==> config.mk <==
export PLATFORM = sky130hd
export DESIGN_NAME = fetch_unit_flat
export DESIGN_NICKNAME = d
export VERILOG_FILES = /design/src/rtl/cpu_pkg.sv /design/src/rtl/fetch_unit_if.sv /design/src/rtl/fetch_latency_ctr.sv /design/src/rtl/fetch_unit.sv /design/src/flat_wrapper.sv
export SDC_FILE = /design/constraint.sdc
export NUM_CORES = 1
export LEC_CHECK = 0
export CAP_MARGIN = 20
export CELL_PAD_IN_SITES_DETAIL_PLACEMENT = 0
export CELL_PAD_IN_SITES_GLOBAL_PLACEMENT = 2
export CORE_MARGIN = 2
export CORE_UTILIZATION = 26
export DETAILED_ROUTE_END_ITERATION = 12
export PLACE_DENSITY_LB_ADDON = 0.1
export RECOVER_POWER = 100
export SYNTH_ARGS = -nofsm -noshare
export SYNTH_HDL_FRONTEND = slang
export SYNTH_HIERARCHICAL = 1
export SYNTH_SLANG_ARGS = --single-unit
==> constraint.sdc <==
create_clock -name Clk -period 4.6 [get_ports Clk]
set_clock_uncertainty 0.1 [all_clocks]
set_input_delay 1.15 -clock Clk [delete_from_list [all_inputs] [get_ports Clk]]
set_output_delay 1.15 -clock Clk [all_outputs]
set_load 0.01 [all_outputs]
==> src/rtl/cpu_pkg.sv <==
// Shared definitions for the fetch stage: default bus widths and fetch FSM state encoding.
package cpu_pkg;

  localparam int AW_DEF = 8;
  localparam int DW_DEF = 16;

  typedef enum logic [1:0] {
    IDLE  = 2'd0,
    ISSUE = 2'd1,
    WAIT  = 2'd2,
    HOLD  = 2'd3
  } fetch_state_t;

endpackage

==> src/rtl/fetch_unit_if.sv <==
// Fetch-unit bus bundle: PC control, instruction memory, decode handshake and branch redirect.
interface fetch_unit_if
  import cpu_pkg::*;
#(
  parameter int AW = AW_DEF,
  parameter int DW = DW_DEF
);

  logic          Run;
  logic [AW-1:0] PcIn;
  logic          PcCountEn;
  logic          PcLoad;
  logic [AW-1:0] PcLoadAddr;
  logic [AW-1:0] MemAddr;
  logic          MemRd;
  logic [DW-1:0] MemData;
  logic [DW-1:0] Ir;
  logic [AW-1:0] IrPc;
  logic          IrValid;
  logic          IrReady;
  logic          BrTaken;
  logic [AW-1:0] BrTarget;

  modport master (
    input  Run, PcIn, MemData, IrReady, BrTaken, BrTarget,
    output PcCountEn, PcLoad, PcLoadAddr, MemAddr, MemRd, Ir, IrPc, IrValid
  );

  modport slave (
    output Run, PcIn, MemData, IrReady, BrTaken, BrTarget,
    input  PcCountEn, PcLoad, PcLoadAddr, MemAddr, MemRd, Ir, IrPc, IrValid
  );

endinterface

==> src/rtl/fetch_latency_ctr.sv <==
// Memory latency down-counter; zero flags the decrement that brings the count to 0.
module fetch_latency_ctr #(
  parameter int MEM_LAT = 1
) (
  input  logic Clk,
  input  logic nReset,
  input  logic load,
  input  logic dec,
  output logic zero
);

  localparam int CW = $clog2(MEM_LAT + 1);

  logic [CW-1:0] count;

  always_ff @(posedge Clk or negedge nReset) begin
    if (!nReset) begin
      count <= '0;
    end else if (load) begin
      count <= CW'(MEM_LAT);
    end else if (dec && (count != '0)) begin
      count <= count - 1'b1;
    end
  end

  assign zero = dec && (count == CW'(1));

endmodule

==> src/rtl/fetch_unit.sv <==
// Instruction-fetch controller: steps/redirects the PC, reads instruction memory into Ir, hands Ir to decode.
// state | meaning
// IDLE  | stopped, no outputs asserted
// ISSUE | memory read strobe and PC increment, one cycle
// WAIT  | counting down memory latency
// HOLD  | Ir valid, waiting for decode to accept
module fetch_unit
  import cpu_pkg::*;
#(
  parameter int AW      = AW_DEF,
  parameter int DW      = DW_DEF,
  parameter int MEM_LAT = 1
) (
  input logic          Clk,
  input logic          nReset,
  fetch_unit_if.master bus
);

  fetch_state_t  state, state_nxt;
  logic          lat_zero;
  logic          discard;
  logic [AW-1:0] mem_addr;
  logic [DW-1:0] ir;
  logic [AW-1:0] ir_pc;
  logic          ir_valid;

  fetch_latency_ctr #(.MEM_LAT(MEM_LAT)) u_lat (
    .Clk   (Clk),
    .nReset(nReset),
    .load  (state == ISSUE),
    .dec   (state == WAIT),
    .zero  (lat_zero)
  );

  always_ff @(posedge Clk or negedge nReset) begin
    if (!nReset) begin
      state <= IDLE;
    end else begin
      state <= state_nxt;
    end
  end

  always_comb begin
    state_nxt = state;
    if (bus.BrTaken) begin
      state_nxt = bus.Run ? ISSUE : IDLE;
    end else begin
      case (state)
        IDLE:    if (bus.Run) state_nxt = ISSUE;
        ISSUE:   state_nxt = WAIT;
        WAIT:    if (lat_zero) state_nxt = HOLD;
        HOLD:    if (bus.IrReady) state_nxt = bus.Run ? ISSUE : IDLE;
        default: state_nxt = IDLE;
      endcase
    end
  end

  // Redirect is combinational so the PC loads on the negedge before the edge that starts the refetch.
  always_comb begin
    bus.MemRd      = 1'b0;
    bus.PcCountEn  = 1'b0;
    bus.PcLoad     = 1'b0;
    bus.PcLoadAddr = '0;
    if (nReset) begin
      if (bus.BrTaken) begin
        bus.PcLoad     = 1'b1;
        bus.PcLoadAddr = bus.BrTarget;
      end else if (state == ISSUE) begin
        bus.MemRd     = 1'b1;
        bus.PcCountEn = 1'b1;
      end
    end
  end

  always_ff @(posedge Clk or negedge nReset) begin
    if (!nReset) begin
      mem_addr <= '0;
      ir       <= '0;
      ir_pc    <= '0;
      ir_valid <= 1'b0;
      discard  <= 1'b0;
    end else begin
      if (state_nxt == ISSUE) begin
        mem_addr <= bus.PcIn;
      end
      if (bus.BrTaken) begin
        ir_valid <= 1'b0;
        if (state == WAIT) discard <= 1'b1;
      end else begin
        if (state == ISSUE) discard <= 1'b0;
        if (lat_zero && !discard) begin
          ir       <= bus.MemData;
          ir_pc    <= mem_addr;
          ir_valid <= 1'b1;
        end else if (ir_valid && bus.IrReady) begin
          ir_valid <= 1'b0;
        end
      end
    end
  end

  assign bus.MemAddr = mem_addr;
  assign bus.Ir      = ir;
  assign bus.IrPc    = ir_pc;
  assign bus.IrValid = ir_valid;

endmodule

==> src/flat_wrapper.sv <==
// flat-port wrapper written by rule: the top's interface ports become plain ports
module fetch_unit_flat import cpu_pkg::*;
#(
  parameter int AW      = AW_DEF,
  parameter int DW      = DW_DEF,
  parameter int MEM_LAT = 1
)
  (Clk, nReset, bus_Run, bus_PcIn, bus_MemData, bus_IrReady, bus_BrTaken, bus_BrTarget, bus_PcCountEn, bus_PcLoad, bus_PcLoadAddr, bus_MemAddr, bus_MemRd, bus_Ir, bus_IrPc, bus_IrValid);
  fetch_unit_if #(.AW(AW), .DW(DW)) bus_i ();
  input logic Clk;
  input logic nReset;
  input wire logic [$bits(bus_i.Run)-1:0] bus_Run;
  input wire logic [$bits(bus_i.PcIn)-1:0] bus_PcIn;
  input wire logic [$bits(bus_i.MemData)-1:0] bus_MemData;
  input wire logic [$bits(bus_i.IrReady)-1:0] bus_IrReady;
  input wire logic [$bits(bus_i.BrTaken)-1:0] bus_BrTaken;
  input wire logic [$bits(bus_i.BrTarget)-1:0] bus_BrTarget;
  output wire logic [$bits(bus_i.PcCountEn)-1:0] bus_PcCountEn;
  output wire logic [$bits(bus_i.PcLoad)-1:0] bus_PcLoad;
  output wire logic [$bits(bus_i.PcLoadAddr)-1:0] bus_PcLoadAddr;
  output wire logic [$bits(bus_i.MemAddr)-1:0] bus_MemAddr;
  output wire logic [$bits(bus_i.MemRd)-1:0] bus_MemRd;
  output wire logic [$bits(bus_i.Ir)-1:0] bus_Ir;
  output wire logic [$bits(bus_i.IrPc)-1:0] bus_IrPc;
  output wire logic [$bits(bus_i.IrValid)-1:0] bus_IrValid;
  assign bus_i.Run = bus_Run;
  assign bus_i.PcIn = bus_PcIn;
  assign bus_i.MemData = bus_MemData;
  assign bus_i.IrReady = bus_IrReady;
  assign bus_i.BrTaken = bus_BrTaken;
  assign bus_i.BrTarget = bus_BrTarget;
  assign bus_PcCountEn = bus_i.PcCountEn;
  assign bus_PcLoad = bus_i.PcLoad;
  assign bus_PcLoadAddr = bus_i.PcLoadAddr;
  assign bus_MemAddr = bus_i.MemAddr;
  assign bus_MemRd = bus_i.MemRd;
  assign bus_Ir = bus_i.Ir;
  assign bus_IrPc = bus_i.IrPc;
  assign bus_IrValid = bus_i.IrValid;
  fetch_unit #(.AW(AW), .DW(DW), .MEM_LAT(MEM_LAT)) u_core (.Clk(Clk), .nReset(nReset), .bus(bus_i));
endmodule
After elaboration in Yosys (flattened, before gate mapping). Cells that the tools add are included.

Flip-flop bits (word level): 37.

Add/subtract/negate cells: 1. Equality and inequality tests: 5. Bitwise gates (word level): 1. Reduce and logical (&&, ||, !) cells: 10. Mux-type cells: 21.

Operators by type and width (number): 8-bit 2-to-1 mux (2); 1-bit 2-to-1 mux (14); 2-bit 2-to-1 mux (4); 2-bit case mux with 4 select lines (1); 2-bit by 1-bit equality test with 1-bit output, second input constant (2); 2-bit equality test, second input constant (2); 2-bit AND reduction (2); 2-bit nonzero test (2); 1-bit logical AND (3); 3-bit nonzero test (1); 2-bit zero test (1); 2-bit by 1-bit inequality test with 1-bit output, second input constant (1); 1-bit zero test (1); 1-bit NOT (1); 1-bit subtractor, second input constant (1).

Depth between registers and ports, before layout. Gate-level depths: netlist of run 1.

Word-level depth: 6. Mapped depth: 5. Depth with buffers taken out: 4.

Modules after synthesis. The synthesis of run 1 kept the hierarchy.

Modules (own cells, without submodules): fetch_unit (seq. area each 900.9 um^2, area an instance 1505.2 um^2, instances 1, cells each 102); fetch_latency_ctr (seq. area each 25.0 um^2, area an instance 43.8 um^2, instances 1, cells each 4).

Least setup slack after synthesis of run 1. Ideal clock, no wire load.

Path type: input -> output. From: input port bus_BrTaken. To: output port bus_PcCountEn. Stages: 3. Data arrival time: 2.019 ns. Buffers on the path: 2. Path slack: 1.331 ns. Required time: 3.350 ns. Path through: buf_6 > nor4b_1 > buf_4.

Cells in the longest elaborated chain, start to end: 2.

RTL lines: start: declaration (RTL line flat_wrapper.sv:16) `input wire logic [$bits(bus_i.BrTaken)-1:0] bus_BrTaken;`; 1-bit 2-to-1 mux (2 in series); end: declaration (RTL line flat_wrapper.sv:18) `output wire logic [$bits(bus_i.PcCountEn)-1:0] bus_PcCountEn;`.

Every way passes these cells.

Final worst setup path of run 1.
From: input port bus_BrTaken. To: register u_core.ir[14], in the netlist u_core/bus.Ir[14].

Cells in the longest elaborated chain, start to end: 2.

RTL lines: 1-bit NOT (no line); 2-bit AND reduction (no line); end signal: assignment (RTL line fetch_unit.sv:92) `ir <= bus.MemData;`; end: declaration (RTL line fetch_unit.sv:23) `logic [DW-1:0] ir;`.

Every way passes these cells. A chain may end at the register's enable or synchronous reset.

==> run_summary.xml, run 1 <==
<?xml version="1.0" encoding="UTF-8"?>
<metrics>
  <group name="critical_path">
    <metric name="crit_path_end_kind" unit="">flip-flop</metric>
    <metric name="req_time_crit_path" unit="ns">4.67</metric>
    <metric name="timing.critical_path.from_type" unit="">primary input</metric>
    <metric name="critPathCapture" unit="">u_core/bus.Ir[14]$_DFFE_PN0P_</metric>
    <metric name="r2r_cells" unit="">5</metric>
    <metric name="timing.critical_path.from" unit="">bus_BrTaken</metric>
    <metric name="data_arrival_time_of_the_critical_path" unit="ns">4.18</metric>
    <metric name="worst-r2r-setup-slack" unit="ns">1.49</metric>
    <metric name="critical_path.reg2reg.startpoint" unit="">u_core/state[0]$_DFF_PN0_</metric>
    <metric name="timing.critical_path.fanout_max" unit="">20</metric>
    <metric name="max_stage_delay" unit="ns">0.92</metric>
    <metric name="critical-path-slowest-cell" unit="">sky130_fd_sc_hd__clkbuf_1</metric>
    <metric name="r2r-end" unit="">u_core/bus.Ir[14]$_DFFE_PN0P_</metric>
    <metric name="cp_cell_sequence" unit="">dlygate4sd3_1 -&gt; clkbuf_1 -&gt; nor3b_1 -&gt; clkbuf_1 -&gt; mux2_2</metric>
    <metric name="critPathKind" unit="">in -&gt; reg</metric>
    <metric name="critical-path-top-cell-by-count" unit="">sky130_fd_sc_hd__clkbuf_1</metric>
  </group>
  <group name="timing">
    <metric name="report.final.hold_viol_count" unit="">0</metric>
    <metric name="worst_slew_pin_slew" unit="ns">1.904</metric>
    <metric name="max_slew_margin" unit="%">-26.94</metric>
    <metric name="slew_violations" unit="">37</metric>
    <metric name="timing.setup.tns" unit="ns">0</metric>
    <metric name="report.final.setup_viol" unit="">0</metric>
    <metric name="min_period_over_period" unit="%">89.42</metric>
    <metric name="peak_freq" unit="MHz">243.1</metric>
    <metric name="setup_repair_after_global_routing_missed_its_margin" unit="">no</metric>
    <metric name="period_needed" unit="ns">4.113</metric>
  </group>
  <group name="synth">
    <metric name="synth_seq_area_share" unit="%">59.77</metric>
    <metric name="yosysTopAreaCellShare" unit="%">59.77</metric>
    <metric name="synth.cells.most_frequent" unit="">37 x sky130_fd_sc_hd__dfrtp_1, 31 x sky130_fd_sc_hd__mux2_2, 8 x sky130_fd_sc_hd__and3_1</metric>
    <metric name="yosysWarningCount" unit="">6</metric>
    <metric name="yosysUniqueCellTypes" unit="">21</metric>
    <metric name="synth.ff_latch_count" unit="">37</metric>
    <metric name="synth_edf_count" unit="">0</metric>
    <metric name="synth_area_leaders" unit="">sky130_fd_sc_hd__dfrtp_1 60%, sky130_fd_sc_hd__mux2_2 23%, sky130_fd_sc_hd__and3_1 3.2%</metric>
    <metric name="mapped_cell_area" unit="mm2">0.001549</metric>
    <metric name="synthesis.nets" unit="">143</metric>
    <metric name="syn_area_per_cell" unit="um2">14.61</metric>
    <metric name="post_synth_top_area_cell" unit="">sky130_fd_sc_hd__dfrtp_1</metric>
    <metric name="synthesis.instances" unit="">106</metric>
    <metric name="postSynth.topFlopCell" unit="">sky130_fd_sc_hd__dfrtp_1</metric>
    <metric name="synth_async_sr_flop_share" unit="%">100.0</metric>
    <metric name="yosys.cell_count.top_type" unit="">sky130_fd_sc_hd__dfrtp_1</metric>
  </group>
  <group name="placed_design">
    <metric name="routabilityCongestion" unit="">0.7065</metric>
    <metric name="dpl.cell_count" unit="">259</metric>
    <metric name="detailed_place_hpwl" unit="um">2622</metric>
    <metric name="port-buffer-count" unit="">80</metric>
  </group>
  <group name="floorplanning">
    <metric name="floorplan.die.width" unit="um">81.19</metric>
    <metric name="floorplan.die_area" unit="mm2">0.006591</metric>
    <metric name="floorplan.io_pins" unit="">81</metric>
    <metric name="placementRows" unit="">28</metric>
    <metric name="floorplan.die.height" unit="um">81.19</metric>
    <metric name="core_ar" unit="mm2">0.005851</metric>
    <metric name="start_util" unit="%">26.48</metric>
  </group>
  <group name="global_route">
    <metric name="grt_util_all_layers" unit="%">11.23</metric>
    <metric name="globalRoute.totalOverflow" unit="">0</metric>
    <metric name="largest_net_degree_at_the_start_of_global_routing" unit="">37</metric>
    <metric name="grt_pass1_wl" unit="um">5499</metric>
    <metric name="grt_pass1_vias" unit="">1165</metric>
    <metric name="grt_antenna_before_repair" unit="">0</metric>
  </group>
  <group name="route">
    <metric name="routedWlPerCell" unit="um">13.50</metric>
    <metric name="vias" unit="">1149</metric>
    <metric name="drcViolationCount" unit="">0</metric>
    <metric name="viasPerCell" unit="">4.303</metric>
    <metric name="totalWireLength" unit="um">3605</metric>
    <metric name="ant_nets" unit="">0</metric>
    <metric name="initial_drt_pass_iterations" unit="">4</metric>
    <metric name="detail_route.iter0.violations" unit="">33</metric>
  </group>
  <group name="cells_and_area">
    <metric name="num-fill-cells" unit="">553</metric>
    <metric name="drive_above_1_share" unit="%">21.88</metric>
    <metric name="area_of_the_multi_input_gates" unit="um2">545.5</metric>
    <metric name="syn_to_final_growth" unit="%">59.77</metric>
    <metric name="layout.cells.non_filler" unit="">267</metric>
    <metric name="design.final.nets" unit="">228</metric>
    <metric name="final_antenna_diode_count" unit="">0</metric>
    <metric name="register_area" unit="um2">925.9</metric>
  </group>
  <group name="cts">
    <metric name="post_cts_buffers" unit="">0</metric>
    <metric name="clock_sink_count" unit="">37</metric>
    <metric name="total_clock_buffers_created_by_cts" unit="">5</metric>
    <metric name="clk-insertion-delay-late" unit="ns">0.28</metric>
    <metric name="cts_root_buffer" unit="">sky130_fd_sc_hd__clkbuf_8</metric>
    <metric name="tritoncts" unit="">built</metric>
    <metric name="hold_bufs_inserted_after_cts" unit="">0</metric>
    <metric name="htree_num_levels" unit="">2</metric>
    <metric name="cts.repair.resized" unit="">0</metric>
    <metric name="ctsLongestPathBuffers" unit="">2</metric>
    <metric name="cts.reportedPaths.clkPinSlew" unit="ns">0.07</metric>
  </group>
  <group name="worst_hold_path">
    <metric name="min-delay-path-class" unit="">reg -&gt; reg</metric>
    <metric name="hp-start" unit="">u_core/bus.IrValid$_DFFE_PN0P_</metric>
  </group>
  <group name="pwr">
    <metric name="p_leak" unit="nW">1.096</metric>
    <metric name="irDropWorstVdd" unit="V">0.0002311</metric>
    <metric name="power.density" unit="mW/mm2">488.6</metric>
  </group>
  <group name="run">
    <metric name="maxCapViolations" unit="">1</metric>
  </group>
  <group name="status">
    <metric name="violations" unit="">capacitance limit, slew limit</metric>
    <metric name="status" unit="">finished with violations</metric>
  </group>
</metrics>
[registers in the layout, indices dropped and copies added (netlist names)]
name / flops
u_core/bus.IrValid: 1
u_core/bus.Ir: 16
u_core/state: 2
u_core/discard: 1
u_core/bus.MemAddr: 8
u_core/u_lat/count: 1
u_core/bus.IrPc: 8
[area by class of cell]
type / instances / share of cell area [%]
clock buffer: 6 / 3.337
clock inverter: 2 / 0.5561
inverter: 2 / 0.3033
multi-input combinational: 62 / 22.04
sequential: 37 / 37.41
tap: 75 / 3.792
timing repair buffer: 83 / 32.56
[layer usage]
layer	global-route usage, %	wire length (um)	up-vias
met5	0	0	-
li1	-	-	544
met4	4.746	36	0
met3	5.222	377	4
met1	13.37	1540	545
met2	17.44	1651	56
[worst min path at each step]
stage	end	cells after the start
6_report	u_core/bus.IrValid$_DFFE_PN0P_	1
5_1_grt	u_core/bus.Ir[12]$_DFFE_PN0P_	1
4_1_cts	u_core/bus.IrValid$_DFFE_PN0P_	1
3_5_place_dp	u_core/u_lat/count$_DFFE_PN0P_	1
3_3_place_gp	u_core/u_lat/count$_DFFE_PN0P_	1
2_1_floorplan	u_core/u_lat/count$_DFFE_PN0P_	1
[cell usage in the layout, fill, tap and decap left out, types with 4 or more instances in the layout]
cell,count
sky130_fd_sc_hd__dlygate4sd3_1,45
sky130_fd_sc_hd__dfrtp_1,37
sky130_fd_sc_hd__clkdlybuf4s50_1,34
sky130_fd_sc_hd__mux2_2,31
sky130_fd_sc_hd__and3_1,8
sky130_fd_sc_hd__clkbuf_8,6
sky130_fd_sc_hd__nor2_1,6
sky130_fd_sc_hd__clkbuf_1,4
sky130_fd_sc_hd__a21oi_1,4
[worst max-delay path: cells and delay by family]
family,cells,cell delay [ns]
buffers and inverters,3,1.82
multiplexers,1,0.43
AND/OR/NAND/NOR,1,0.78
[kinds of logic after synthesis]
family,synth area share [%]
AOI/OAI and AO/OA,4.119
buffers and inverters,3.393
DFF,59.77
muxes,23.26
and+or+nand+nor,9.451
[report_power, final]
part	total [W]	internal, W	leakage [nW]	switching, W
Clock	0.000235	0.000121	0.0512	0.000114
Combinational	0.000462	0.000288	0.599	0.000174
Sequential	0.000512	0.000451	0.446	0.0000606
Total	0.00121	0.000860	1.10	0.000349
[stage by stage]
stage                     area [um2]  hold WS (ns)  power (W)  util [%]  setup slack [ns]
after floorplan                 1549        0.3455  0.0007276         -             1.331
after global placement          2416        0.3586   0.001035     41.30            0.6920
after detailed placement        2416        0.3626   0.001048     41.30            0.6168
after CTS                       2512        0.3951   0.001294     42.94            0.6087
after global routing            2475        0.4188   0.001296     42.30            0.2714
final                           2475        0.3824   0.001209     42.30            0.4866
Note: power is estimated with default switching activity, not from simulation.
==> inputs of run 2 (changes only) <==
--- a/config.mk
+++ b/config.mk
@@ -11,6 +11,7 @@
 export CORE_MARGIN = 2
 export CORE_UTILIZATION = 26
 export DETAILED_ROUTE_END_ITERATION = 12
+export HOLD_SLACK_MARGIN = 0.1
 export PLACE_DENSITY_LB_ADDON = 0.1
 export RECOVER_POWER = 100
 export SYNTH_ARGS = -nofsm -noshare
==> results of run 2 <==
Final layout, timing and power as in run 1 (identical DEF).
